==> src/rtl/md_pkg.sv <==
// md_pkg: shared types and default latencies for the multiply/divide issue controller.
package md_pkg;
   typedef enum logic [2:0] {NONE = 3'd0, MULT, MULTU, DIV, DIVU, MTHI, MTLO} md_op_e;
   typedef enum logic {IDLE = 1'b0, RUN = 1'b1} md_state_e;
   localparam int MD_MULT_LAT = 5;
   localparam int MD_DIV_LAT  = 10;
endpackage

==> src/rtl/md_lat_cnt.sv <==
// md_lat_cnt: loadable 4-bit down-counter that holds at zero.
module md_lat_cnt (
   input  logic       clk,
   input  logic       reset,
   input  logic       load,
   input  logic [3:0] load_val,
   input  logic       en,
   output logic [3:0] val,
   output logic       zero
);
   always_ff @(posedge clk)
      if (reset) val <= '0;
      else if (load) val <= load_val;
      else if (en && !zero) val <= val - 4'd1;
   assign zero = val == 4'd0;
endmodule

==> src/rtl/md_issue_ctrl.sv <==
// md_issue_ctrl: decodes E-stage MD ops into unit controls and stalls D for the unit's fixed latency.
// Optional MD_CTRL_STALL_CNT_EN adds a saturating stall_cycles counter output.
module md_issue_ctrl
   import md_pkg::*;
#(
   parameter int MULT_LAT = MD_MULT_LAT,
   parameter int DIV_LAT  = MD_DIV_LAT
) (
   input  logic       clk,
   input  logic       reset,
   input  logic       e_valid,
   input  logic [2:0] e_md_op,
   input  logic       e_flush,
   input  logic       d_md_use,
   input  logic       md_busy,
   output logic       md_start,
   output logic [1:0] md_op,
   output logic       md_sign,
   output logic       md_we,
   output logic       md_write_sel,
   output logic       stall_d,
   output logic       ctrl_busy,
   output logic       proto_err
`ifdef MD_CTRL_STALL_CNT_EN
   ,
   output logic [31:0] stall_cycles
`endif
);
   md_state_e  state, state_nxt;
   md_op_e     op;
   logic       idle, is_div, issue, viol, cnt_zero;
   logic [3:0] cnt, cnt_ld;
   md_lat_cnt u_cnt (
      .clk(clk), .reset(reset), .load(issue), .load_val(cnt_ld),
      .en(!idle), .val(cnt), .zero(cnt_zero)
   );
   always_ff @(posedge clk)
      if (reset) state <= IDLE;
      else state <= state_nxt;
   // Any MD op arriving while the unit is occupied is dropped and flagged.
   always_comb begin
      op           = md_op_e'(e_md_op);
      idle         = state == IDLE;
      is_div       = op == DIV || op == DIVU;
      viol         = e_valid && op != NONE && (!idle || md_busy);
      issue        = e_valid && !e_flush && idle && !md_busy && op inside {MULT, MULTU, DIV, DIVU};
      cnt_ld       = is_div ? 4'(DIV_LAT - 1) : 4'(MULT_LAT - 1);
      md_start     = issue;
      md_op        = {1'b0, is_div};
      md_sign      = op == MULT || op == DIV;
      md_we        = e_valid && !e_flush && idle && !md_busy && (op == MTHI || op == MTLO);
      md_write_sel = op == MTLO;
      stall_d      = d_md_use && (issue || !idle || md_busy);
      ctrl_busy    = !idle;
      state_nxt    = issue ? RUN : (!idle && cnt_zero) ? IDLE : state;
   end
   always_ff @(posedge clk)
      if (reset) proto_err <= 1'b0;
      else if (viol) proto_err <= 1'b1;
`ifdef MD_CTRL_STALL_CNT_EN
   always_ff @(posedge clk)
      if (reset) stall_cycles <= '0;
      else if (stall_d && stall_cycles != '1) stall_cycles <= stall_cycles + 32'd1;
`endif
endmodule

==> config.mk <==
export PLATFORM = sky130hd
export DESIGN_NAME = md_issue_ctrl
export DESIGN_NICKNAME = d
export VERILOG_FILES = /design/src/rtl/md_pkg.sv /design/src/rtl/md_lat_cnt.sv /design/src/rtl/md_issue_ctrl.sv
export SDC_FILE = /design/constraint.sdc
export NUM_CORES = 1
export LEC_CHECK = 0
export BUFFER_PORTS_ARGS = -buffer_cell sky130_fd_sc_hd__buf_2
export CORE_MARGIN = 4
export CORE_UTILIZATION = 35
export DETAILED_ROUTE_END_ITERATION = 10
export GPL_ROUTABILITY_DRIVEN = 1
export MAX_ROUTING_LAYER = met4
export PLACE_DENSITY_LB_ADDON = 0.08
export SYNTH_ARGS = -nofsm -noshare
export SYNTH_HDL_FRONTEND = slang
export SYNTH_SLANG_ARGS = --single-unit
==> constraint.sdc <==
create_clock -name clk -period 2 [get_ports clk]
set_clock_uncertainty 0.1 [all_clocks]
set_input_delay 0.2 -clock clk [delete_from_list [all_inputs] [get_ports clk]]
set_output_delay 0.2 -clock clk [all_outputs]
set_load 0.01 [all_outputs]
Word-level counts from Yosys, hierarchy flattened
Index checks and enable logic that the tools add are counted.
{"block": "totals", "register_bits": 6, "word_cells": 40}
{"block": "classes", "n_mux": 5, "n_eq_ne": 6, "reduce_logical": 24, "n_addsub": 1, "n_bitwise": 1}
{"op": "$mux 4", "count": 3}
{"op": "$logic_and 1x1->1", "count": 10}
{"op": "$eq 3x3->1 const B", "count": 3}
{"op": "$eq 3x2->1 const B", "count": 2}
{"op": "$logic_or 1x1->1", "count": 6}
{"op": "$logic_not 4->1", "count": 1}
{"op": "$reduce_bool 2->1", "count": 2}
{"op": "$reduce_bool 4->1", "count": 1}
{"op": "$sub 4x1->4 const B", "count": 1}
{"op": "$eq 3x1->1 const B", "count": 1}
{"op": "$logic_not 1->1", "count": 3}
{"op": "$reduce_bool 3->1", "count": 1}
{"op": "$mux 1", "count": 2}
{"op": "$not 1->1", "count": 1}

Logic depth before layout (Yosys ltp)
Gate-level depths: netlist of run 1.
{"block": "logic_depth", "word_depth": 8, "ltp_mapped": 6, "ltp_nobuf": 6}

Hierarchy
Synthesis of run 1 repeated with hierarchy kept, for this count alone.
{"block": "unflattened", "hier_cells": 55, "hier_area_um2": 473.0}
{"module": "md_lat_cnt", "n_inst": 1, "area_per_inst_um2": 262.8, "cells_per_inst": 29}
{"module": "md_issue_ctrl", "n_inst": 1, "area_per_inst_um2": 210.2, "cells_per_inst": 26}

Worst setup path before layout of run 1
Ideal clock, no wire load.
{"block": "synth_timing", "path_type": "reg-to-reg", "startpoint": "reg state, in the netlist ctrl_busy", "endpoint": "reg u_cnt.val[0]", "path_buffers": 0, "path_slack_ps": 395, "period_less_slack_ps": 1605, "required_ps": 1780, "arrival_ps": 1386, "path_stages_with_launch": 5, "path_cell_list": "dfxtp_1 or4b_4 nor2_2 a21oi_1 o31a_1"}
{"block": "synth_via", "elab_chain_cells": 5, "word_cells_on_any_way": 7, "classes_between": "mux (1); bitwise (1); reduce/logical (5)"}
{"element": "start, declared", "line_no": "md_issue_ctrl.sv:29", "rtl": "md_state_e state, state_nxt;"}
{"element": "start signal, assigned", "line_no": "md_issue_ctrl.sv:39", "rtl": "else state <= state_nxt;"}
{"element": "$not 1->1", "line_no": "md_issue_ctrl.sv:43", "rtl": "idle = state == IDLE;"}
{"element": "$logic_and 1x1->1 (3 in a row)", "line_no": "md_issue_ctrl.sv:46", "rtl": "issue = e_valid && !e_flush && idle && !md_busy && op inside {MULT, MULTU, DIV, DIVU};"}
{"element": "$mux 4 / $reduce_bool 2->1 (equally long branches)"}
{"element": "end signal, assigned", "line_no": "md_lat_cnt.sv:13", "rtl": "else if (load) val <= load_val;"}
{"element": "end signal, assigned", "line_no": "md_lat_cnt.sv:14", "rtl": "else if (en && !zero) val <= val - 4'd1;"}
{"element": "end, declared", "line_no": "md_lat_cnt.sv:8", "rtl": "output logic [3:0] val,"}
Parallel ways exist; a longest one is shown, timed or not.
A chain may end at the register's enable or synchronous reset.

Worst setup path in the final report of run 1
{"block": "layout_timing", "startpoint": "reg state, in the netlist ctrl_busy", "endpoint": "out stall_d"}
{"block": "layout_via", "elab_chain_cells": 7}
{"element": "$not 1->1", "line_no": "md_issue_ctrl.sv:43"}
{"element": "$logic_and 1x1->1 (3 in a row)", "line_no": "md_issue_ctrl.sv:46"}
{"element": "$logic_or 1x1->1 * (2 in a row)", "line_no": "md_issue_ctrl.sv:53", "rtl": "stall_d = d_md_use && (issue || !idle || md_busy);"}
{"element": "$logic_and 1x1->1 *", "line_no": "md_issue_ctrl.sv:53"}
{"element": "end, declared", "line_no": "md_issue_ctrl.sv:21", "rtl": "output logic stall_d,"}
Every way passes the cells marked *; elsewhere a longest branch is shown, timed or not.

==> results of run 1 <==
power groups by stage:
stage               Sequential, mW  Clock (mW)  Combinational, mW
global route                 0.130       0.126             0.0739
finish                       0.130       0.115             0.0653
detailed placement           0.132           0             0.0650
global placement             0.132           0             0.0654
floorplan                    0.132           0             0.0451
CTS                          0.130       0.122             0.0663
layout make-up:
class                   instances  share of cell area, %
repair buffers                 16                   14.1
clock buffers                   3                   3.96
well taps                      14                   3.08
multi-input cells              45                   53.1
inverters                       7                   4.63
flip-flops and latches          6                   21.1
what timing repair did:
action                                  4_1_cts  5_1_grt
gates resized for setup                       1        0
endpoints found under the setup margin        1        0
hold buffers                                  0        0
worst paths after layout:
path / start / endpoint / slack, ps / cells after the start
worst min register to register: proto_err$_SDFFE_PP0P_ / proto_err$_SDFFE_PP0P_ / 370 / 2
worst max-delay path: ctrl_busy$_SDFFE_PP0P_ / stall_d / 120 / 4
worst min-delay path: reset / ctrl_busy$_SDFFE_PP0P_ / 90 / 2
worst max register to register: ctrl_busy$_SDFFE_PP0P_ / u_cnt.val[3]$_SDFFE_PP0P_ / 310 / 4
kinds of logic (layout without fill, tap and decap cells):
kind of cell	after synthesis	in the layout	share of synthesized area, %
xor+xnor	1	1	1.88
simple gates	25	25	31.5
buf+inv	11	26	10.8
fa+ha+maj	1	1	2.69
mux	1	1	2.15
other cells	1	1	0.806
flops	6	6	25.8
compound gates	16	16	24.5
through the flow:
stage / setup slack [ps] / total power [mW] / area [um2]
after floorplan: 395 / 0.177 / 465
after global placement: 240 / 0.197 / 539
after detailed placement: 250 / 0.197 / 539
after CTS: 107 / 0.318 / 568
after global routing: 23.8 / 0.330 / 568
final: 125 / 0.310 / 568
critical path, cell delays in order (launching register included):
cell     delay (ps)
dfxtp_1         390
nor4b_2         370
and3_1          300
o31a_2          140
buf_2           120
state kept, by name, summed over array words and instances, names as in the netlist:
register,count
proto_err,1
ctrl_busy,1
u_cnt.val,4
placed cells by master (no fill, tap or decap), types with 2 or more instances in the layout:
master	netlist	routed
or3_1	2	2
buf_2	0	16
o21ai_0	2	2
dfxtp_1	6	6
nor2_1	6	6
inv_1	7	7
nor3b_1	2	2
clkbuf_4	0	3
o31a_1	2	2
nor3_1	2	2
a21oi_1	5	5
nand2_1	5	5
o21a_1	2	2
metal layers:
metal  share of wire [%]  global-route usage [%]  up-vias  wire length, um
li1                    -                       -      249                -
met1                  49                    14.3      194              491
met2                  42                    18.3       14              419
met3                 5.7                    1.22        4               57
met4                 2.7                    10.8        0               27
met5                   0                       -        -                0
==> flow_metrics.py, run 1 <==
metrics = {
    "logic_synthesis": {
        "syn_avg_cell_area_um2": 7.51,
        "synth_most_common_cell": "inv_1",
        "synth_ff_type": "dfxtp_1",
        "synth_edf_count": 0,
        "yosys-top-cells-area": "dfxtp_1, inv_1, a21oi_1, nor2_1, nand2_1",
        "ys_seq_area_share_pct": 25.8,
        "synth_area_um2": 465,
        "ys_async_sr_fraction_pct": 0,
        "synth_top_area_share_pct": 25.8,
        "synthCells": 62,
        "ys_ff_latch": 6,
        "yosysTopAreaCell": "dfxtp_1",
        "synth.top_cells.by_count": "inv_1, dfxtp_1, nor2_1",
        "yosysUniqueCellTypes": 30,
        "synth_warnings": 0,
        "synth_fp_nets": 72,
    },
    "floorplan": {
        "die_y_um": 44.5,
        "die_area_um2": 1980,
        "die_w_um": 44.5,
        "core_area_um2": 1170,
        "io_pins": 18,
        "rows": 12,
        "start_util_pct": 39.7,
    },
    "final_layout": {
        "final_util_pct": 48.5,
        "drive_gt1_share_pct": 31.2,
        "multi_input_area_um2": 302,
        "fin_cells": 91,
        "diodes": 0,
        "num-fill-cells": 129,
        "regArea_um2": 120,
        "final_nets": 89,
        "syn_to_final_growth_pct": 22.0,
    },
    "cts": {
        "cts_buffers": 3,
        "clkTransAtPathRegs_ps": 50,
        "clockBufferDepth": 2,
        "clkSinkCount": 6,
        "h-tree-depth": 1,
        "clk_latency_ps": 250,
        "post_cts_buffers": 0,
        "cts_tree": "built",
        "cts_root_buffer": "clkbuf_4",
    },
    "critical_path": {
        "required_ps": 1700,
        "cp-end-kind": "primary output",
        "path_class": "reg -> out",
        "cp_max_fo": 10,
        "cp-start-kind": "register",
        "arrival_ps": 1580,
    },
    "power": {
        "power_frac_comb_pct": 21.0,
        "power.leakage_nw": 0.240,
        "seqPwrFrac_pct": 41.8,
        "internal-power_mw": 0.223,
        "peakVddDrop_v": 0.000308,
        "pwr-share-clk_pct": 37.2,
        "powerDensity_nw_per_um2": 546,
        "p_sw_share_pct": 28.1,
        "power_switching_mw": 0.0872,
    },
    "drt": {
        "drc": 0,
        "ant_nets": 0,
        "vias": 461,
        "totalWireLength_um": 996,
        "drt_iter0_drc": 2,
        "wire_per_inst_um": 10.9,
        "via_per_inst": 5.07,
        "firstDrtPassIters": 4,
    },
    "timing": {
        "setup_viol": 0,
        "grt_setup_unrepaired": "false",
        "hold_viol_final": 0,
        "max_freq_ghz": 0.533,
        "tns_ps": 0,
        "hold_ws_ps": 93.5,
        "min_period_ps": 1880,
        "report.final.slew_viol_count": 0,
        "post-route-period-util_pct": 93.8,
    },
    "placement": {
        "port_buffers": 16,
        "hpwl_um": 825,
        "post-place-cells": 88,
        "gp_congestion": 0.731,
    },
    "global_routing": {
        "grt_pass1_wl_um": 1730,
        "grt-ovfl-total": 0,
        "grt_usage_pct": 12.3,
        "grt_start_max_net_pins": 11,
        "antenna_found_initial": 0,
        "grt_pass1_vias": 421,
    },
    "outcome": {
        "outcome": "finished, final reports clean",
    },
    "worst_hold_path": {
        "hp-class": "in -> reg",
    },
    "run": {
        "drv_cap": 0,
    },
}
Note: power is estimated with default switching activity, not from simulation.
==> run 2, diff against run 1 <==
--- a/config.mk
+++ b/config.mk
@@ -5,13 +5,13 @@
 export SDC_FILE = /design/constraint.sdc
 export NUM_CORES = 1
 export LEC_CHECK = 0
+export ABC_AREA = 1
 export BUFFER_PORTS_ARGS = -buffer_cell sky130_fd_sc_hd__buf_2
 export CORE_MARGIN = 4
 export CORE_UTILIZATION = 35
 export DETAILED_ROUTE_END_ITERATION = 10
 export GPL_ROUTABILITY_DRIVEN = 1
 export MAX_ROUTING_LAYER = met4
-export PLACE_DENSITY_LB_ADDON = 0.08
 export SYNTH_ARGS = -nofsm -noshare
 export SYNTH_HDL_FRONTEND = slang
 export SYNTH_SLANG_ARGS = --single-unit
==> run 2 against run 1 <==
  * Sequential share of layout area shrank 0.50 points
  * Clock power fell by 3%
  * Critical endpoint unchanged
  * Sequential cell count did not move
  * Non-clock buffer count unchanged
  * Count of clock-buffer cells in the layout is the same
  * Final area is 2.4% higher
  * First-iteration DRC count increased by 50%
  * Synthesized cell count is 4.8% higher
  * Global-route usage shrank 0.40 points
==> flow_metrics.py, run 2 <==
metrics = {
    "cts": {
        "post_cts_buffers": 0,
        "clockBufferDepth": 2,
        "cts_buffers": 3,
        "clkTransAtPathRegs_ps": 40,
        "clk_latency_ps": 240,
        "clkSinkCount": 6,
        "cts_tree": "built",
        "cts_root_buffer": "clkbuf_4",
        "cts_resized": 0,
        "h-tree-depth": 1,
        "hold_buffers": 0,
    },
    "worst_hold_path": {
        "hp-class": "in -> reg",
        "holdPathEnd": "u_cnt.val[2]$_SDFFE_PP0P_",
        "hold_start": "reset",
        "hold_depth": 2,
    },
    "final_layout": {
        "layout_common_cells": "buf_2, nand2_1, nor2_1, inv_1, dfxtp_1",
        "multi_input_area_um2": 299,
        "num-fill-cells": 142,
        "largest_register_ffs": 4,
        "fin_cells": 97,
        "syn_to_final_growth_pct": 22.4,
        "diodes": 0,
        "regArea_um2": 120,
        "drive_gt1_share_pct": 41.5,
        "top_register": "u_cnt.val",
        "layout_commonest_cell": "buf_2",
        "final_nets": 94,
    },
    "critical_path": {
        "reg2reg_from": "u_cnt.val[0]$_SDFFE_PP0P_",
        "cp_cell_sequence": "inv_1, nand2_1, nor2_4, nand3_4, a21boi_0, buf_2",
        "worstReg2RegEnd": "u_cnt.val[1]$_SDFFE_PP0P_",
        "ff2ff_setup_slack_ps": 640,
        "slowest_delay_ps": 330,
        "slowest_stage": "dfxtp_1",
        "cp_max_fo": 5,
        "required_ps": 1700,
        "cp-end-kind": "primary output",
        "cp-start-kind": "register",
        "arrival_ps": 1290,
        "reg2regPathDepth": 6,
        "path_class": "reg -> out",
    },
    "logic_synthesis": {
        "synth_fp_nets": 75,
        "synth.top_cells.by_count": "nand2_1, nor2_1, dfxtp_1, inv_1, inv_2",
        "synth_warnings": 0,
        "yosysUniqueCellTypes": 26,
        "synth_edf_count": 0,
        "ys_async_sr_fraction_pct": 0,
        "yosysTopAreaCell": "dfxtp_1",
        "synthCells": 65,
        "ys_ff_latch": 6,
        "syn_avg_cell_area_um2": 7.31,
        "synth_most_common_cell": "nand2_1",
        "yosys-top-cells-area": "dfxtp_1, nand2_1, nand3_4, nor2_1, inv_1",
        "ys_seq_area_share_pct": 25.3,
        "synth_top_area_share_pct": 25.3,
        "synth_area_um2": 475,
        "synth_ff_type": "dfxtp_1",
    },
    "floorplan": {
        "die_area_um2": 2010,
        "die_w_um": 44.9,
        "rows": 13,
        "core_area_um2": 1280,
        "io_pins": 18,
        "die_y_um": 44.9,
        "start_util_pct": 37.0,
    },
    "timing": {
        "setup_viol": 0,
        "max_freq_ghz": 0.630,
        "tns_ps": 0,
        "post-route-period-util_pct": 79.3,
        "min_period_ps": 1590,
        "report.final.slew_viol_count": 0,
        "hold_viol_final": 0,
        "hold_ws_ps": 87.6,
        "grt_setup_unrepaired": "false",
        "fin_ws_ps": 413,
    },
    "drt": {
        "vias": 439,
        "drt_iter0_drc": 3,
        "totalWireLength_um": 895,
        "via_per_inst": 4.53,
        "firstDrtPassIters": 2,
        "drc": 0,
        "ant_nets": 0,
        "wire_per_inst_um": 9.23,
    },
    "global_routing": {
        "grt-ovfl-total": 0,
        "grt_pass1_wl_um": 1720,
        "antenna_found_initial": 0,
        "grt_start_max_net_pins": 7,
        "grt_usage_pct": 11.9,
        "grt_pass1_vias": 435,
    },
    "power": {
        "powerDensity_nw_per_um2": 542,
        "power.leakage_nw": 0.285,
        "peakVddDrop_v": 0.000259,
    },
    "placement": {
        "gp_congestion": 0.733,
        "pre_cts_ws_ps": 652,
        "post-place-cells": 94,
        "port_buffers": 16,
        "hpwl_um": 788,
    },
    "outcome": {
        "outcome": "finished, final reports clean",
    },
    "run": {
        "drv_cap": 0,
    },
}
==> run 2: cell types whose count changed in the layout (fill, tap and decap cells not counted), sizes merged, moves of 3 or more <==
cell   change
o31a       -3
inv        +4
nand2      +8
nand3      +8
nor2       +3
==> run 2: how the worst max path moves through the flow <==
stage	start	end	slack [ps]	depth (start not counted)
after global routing	ctrl_busy$_SDFFE_PP0P_	stall_d	270	6
after floorplan	ctrl_busy$_SDFFE_PP0P_	stall_d	670	5
after CTS	ctrl_busy$_SDFFE_PP0P_	stall_d	390	6
after global placement	ctrl_busy$_SDFFE_PP0P_	stall_d	670	6
final	ctrl_busy$_SDFFE_PP0P_	stall_d	410	6
after detailed placement	ctrl_busy$_SDFFE_PP0P_	stall_d	650	6
==> run 2: worst max-delay path, delay by kind of cell (launching register included) <==
kind,cells,cell delay [ps]
AOI/OAI and AO/OA,1,160
and+or+nand+nor,3,350
DFF,1,330
buffers and inverters,2,210
==> run 2: power by group <==
group / leakage (nW) / internal, mW / switching (mW) / total [mW]
clock network: 0.0138 / 0.0678 / 0.0429 / 0.111
logic: 0.223 / 0.0310 / 0.0447 / 0.0757
registers: 0.0488 / 0.125 / 0.00351 / 0.129
total: 0.285 / 0.224 / 0.0911 / 0.315
==> run 2: area by class of cell <==
cell class	instances	share of cell area [%]
inverter	11	7.10
sequential	6	20.6
clock buffer	3	3.87
tap	15	3.23
multi-input combinational	46	51.4
timing repair buffer	16	13.8
==> run 2: routing by layer <==
metal  routed length, um  global-route usage, %  up-vias
li1                    -                      -      239
met1                 364                   13.2      187
met2                 452                   19.5       11
met3                  60                   2.39        2
met4                  18                   7.02        0
met5                   0                      -        -
==> run 2: metrics by stage <==
| stage | utilization [%] | cell area, um2 | power [mW] |
|---|---|---|---|
| 6_report | 45.3 | 582 | 0.315 |
| 5_1_grt | 45.3 | 582 | 0.341 |
| 4_1_cts | 45.3 | 582 | 0.323 |
| 3_5_place_dp | 43.5 | 559 | 0.208 |
| 3_3_place_gp | 43.5 | 559 | 0.208 |
| 2_1_floorplan | - | 475 | 0.185 |
==> run 2: cells by family (layout without fill, tap and decap cells) <==
group / Yosys count / after routing / synth area share (%)
xor gates and xnor gates: 2 / 2 / 3.68
adders and majority gates: 1 / 1 / 2.63
AOI/OAI and AO/OA: 7 / 7 / 11.8
DFF: 6 / 6 / 25.3
buffers and inverters: 13 / 30 / 11.8
other: 1 / 1 / 0.789
and+or+nand+nor: 35 / 35 / 43.9
==> run 3, diff against run 2 <==
--- a/config.mk
+++ b/config.mk
@@ -5,7 +5,7 @@
 export SDC_FILE = /design/constraint.sdc
 export NUM_CORES = 1
 export LEC_CHECK = 0
-export ABC_AREA = 1
+export ABC_AREA = 0
 export BUFFER_PORTS_ARGS = -buffer_cell sky130_fd_sc_hd__buf_2
 export CORE_MARGIN = 4
 export CORE_UTILIZATION = 35
==> constraint.sdc (replaced) <==
create_clock -name clk -period 1.5 [get_ports clk]
set_clock_uncertainty 0.1 [all_clocks]
set_input_delay 0.15 -clock clk [delete_from_list [all_inputs] [get_ports clk]]
set_output_delay 0.15 -clock clk [all_outputs]
set_load 0.01 [all_outputs]
==> run 3 against run 2 <==
  * The run now ends with setup timing left
  * Global-route usage is 2.3 points higher
  * Clock power is 36% higher
  * Sequential power is 35% higher
  * Non-clock buffer count is 15 higher
  * Core utilization is 19 points higher
  * Via count is 21% higher
  * Die area is 1.7% lower
  * Final area is 29% higher
  * Combinational power is 66% higher
  * Largest power group unchanged
  * Highest routed layer unchanged
==> flow_metrics.py, run 3 (synthesis results as in run 1) <==
metrics = {
    "drt": {
        "wire_per_inst_um": 10.9,
        "wl_met2_um": 575,
        "met3_length_um": 48,
        "top_layer_used": "met4",
        "vias": 530,
        "drt_iter0_drc": 4,
        "totalWireLength_um": 1160,
        "firstDrtPassIters": 2,
        "wl_met1_um": 530,
        "drc": 0,
        "ant_nets": 0,
        "via_per_inst": 5.00,
    },
    "critical_path": {
        "ff2ff_setup_slack_ps": -130,
        "slowest_delay_ps": 500,
        "cp_cell_sequence": "or4b_4, buf_4, nor2_4, a21oi_1, o31a_1",
        "required_ps": 1530,
        "critPathBufInv": 1,
        "cp-start-kind": "register",
        "crit_path_end": "u_cnt.val[0]$_SDFFE_PP0P_",
        "reg2reg_from": "ctrl_busy$_SDFFE_PP0P_",
        "reg2regPathDepth": 5,
        "slowest_stage": "or4b_4",
        "worstReg2RegEnd": "u_cnt.val[0]$_SDFFE_PP0P_",
        "arrival_ps": 1660,
        "cp_max_fo": 6,
        "cp-end-kind": "register",
        "path_class": "reg -> reg",
        "cp.depth": 5,
        "crit_start": "ctrl_busy$_SDFFE_PP0P_",
        "crit_family": "simple AND/OR/NAND/NOR gates",
    },
    "power": {
        "fin_total_pwr_mw": 0.451,
        "power_frac_comb_pct": 27.9,
        "p_sw_share_pct": 28.2,
        "powerDensity_nw_per_um2": 601,
        "seqPwrFrac_pct": 38.6,
        "power_switching_mw": 0.127,
        "internal-power_mw": 0.324,
        "pwr-share-clk_pct": 33.6,
        "peakVddDrop_v": 0.000463,
        "power.leakage_nw": 0.330,
    },
    "final_layout": {
        "drive_gt1_share_pct": 56.5,
        "layout_commonest_cell": "buf_2",
        "final_util_pct": 64.1,
        "top_register": "u_cnt.val",
        "layout_common_cells": "buf_2, buf_4, nand2_1, inv_1, a21oi_1",
        "largest_register_ffs": 4,
        "post-route-cell-area_um2": 751,
        "diodes": 0,
        "final_nets": 104,
        "fin_cells": 106,
        "syn_to_final_growth_pct": 61.3,
    },
    "floorplan": {
        "io_pins": 18,
        "die_w_um": 44.5,
        "rows": 12,
        "die_y_um": 44.5,
        "start_util_pct": 39.7,
        "die_area_um2": 1980,
        "core_area_um2": 1170,
    },
    "timing": {
        "setup_viol": 4,
        "hold_viol_final": 0,
        "hold_ws_ps": 66.6,
        "post-route-period-util_pct": 109,
        "min_period_ps": 1630,
        "max_freq_ghz": 0.612,
        "fin_ws_ps": -135,
        "grt_setup_unrepaired": "true",
        "report.final.slew_viol_count": 0,
    },
    "placement": {
        "placed_cell_area_um2": 618,
        "port_buffers": 16,
        "post-place-cells": 98,
        "gp_congestion": 0.783,
        "hpwl_um": 917,
    },
    "worst_hold_path": {
        "hp-class": "in -> reg",
    },
    "global_routing": {
        "grt_usage_pct": 14.2,
        "grt-ovfl-total": 0,
        "grt_start_max_net_pins": 8,
        "grt_pass1_vias": 492,
        "grt_pass1_wl_um": 1940,
        "antenna_found_initial": 0,
    },
    "cts": {
        "cts_root_buffer": "clkbuf_4",
        "h-tree-depth": 1,
        "cts_buffers": 3,
        "cts_tree": "built",
        "clockBufferDepth": 2,
        "clkSinkCount": 6,
        "clk_latency_ps": 240,
        "clkTransAtPathRegs_ps": 50,
    },
    "outcome": {
        "violations": "setup timing",
        "outcome": "finished, violations left",
    },
    "run": {
        "drv_cap": 0,
    },
}
## run 3: cell count changes in the layout (fill, tap and decap cells not counted), sizes merged, moves of 3 or more
cell and change:
buf +15, inv -4, nand2 -8, nand3 -8
nor2 -3, o31a +3
## run 3: worst register-to-register path, cell delays in order (launching register included)
cell and delay, ps:
dfxtp_2 340, or4b_4 500, buf_4 170, nor2_4 80, a21oi_1 50, o31a_1 280
## run 3: area by class of cell
class,count,area [um2]
well taps,14,17.5
flip-flops and latches,6,124
multi-input cells,45,368
repair buffers,31,193
inverters,7,26.3
fillers,106,420
clock buffers,3,22.5
## run 3: worst min path at each step
| stage | slack (ps) | start | to | cells after the start |
|---|---|---|---|---|
| CTS | 50 | reset | ctrl_busy$_SDFFE_PP0P_ | 2 |
| finish | 70 | reset | ctrl_busy$_SDFFE_PP0P_ | 2 |
| detailed placement | 300 | reset | ctrl_busy$_SDFFE_PP0P_ | 2 |
| global route | 50 | reset | ctrl_busy$_SDFFE_PP0P_ | 2 |
| global placement | 300 | reset | ctrl_busy$_SDFFE_PP0P_ | 2 |
| floorplan | 110 | reset | ctrl_busy$_SDFFE_PP0P_ | 1 |
## run 3: stage by stage
step | TNS [ps] | worst slack (ps)
floorplan | -4.46 | -4.46
global placement | -217 | -104
detailed placement | -338 | -114
CTS | -492 | -161
global route | -800 | -181
finish | -358 | -135
## run 3: power groups by stage
stage	sequential [mW]	clock, mW	combinational (mW)
floorplan	0.176	0	0.0604
global placement	0.175	0	0.103
detailed placement	0.175	0	0.104
CTS	0.173	0.157	0.122
global route	0.175	0.172	0.138
finish	0.174	0.151	0.126
## run 3: routing by layer
| metal | vias up | track usage [%] |
|---|---|---|
| li1 | 277 | - |
| met1 | 239 | 16.2 |
| met2 | 12 | 20.6 |
| met3 | 2 | 3.66 |
| met4 | 0 | 10.8 |
| met5 | - | - |
## run 3: what timing repair did
item,CTS,global route
pin swaps,5,4
hold buffers,0,0
buffers inserted,3,2
endpoints found under the setup margin,7,7
gates resized for setup,13,3
endpoints found under the hold margin,0,0
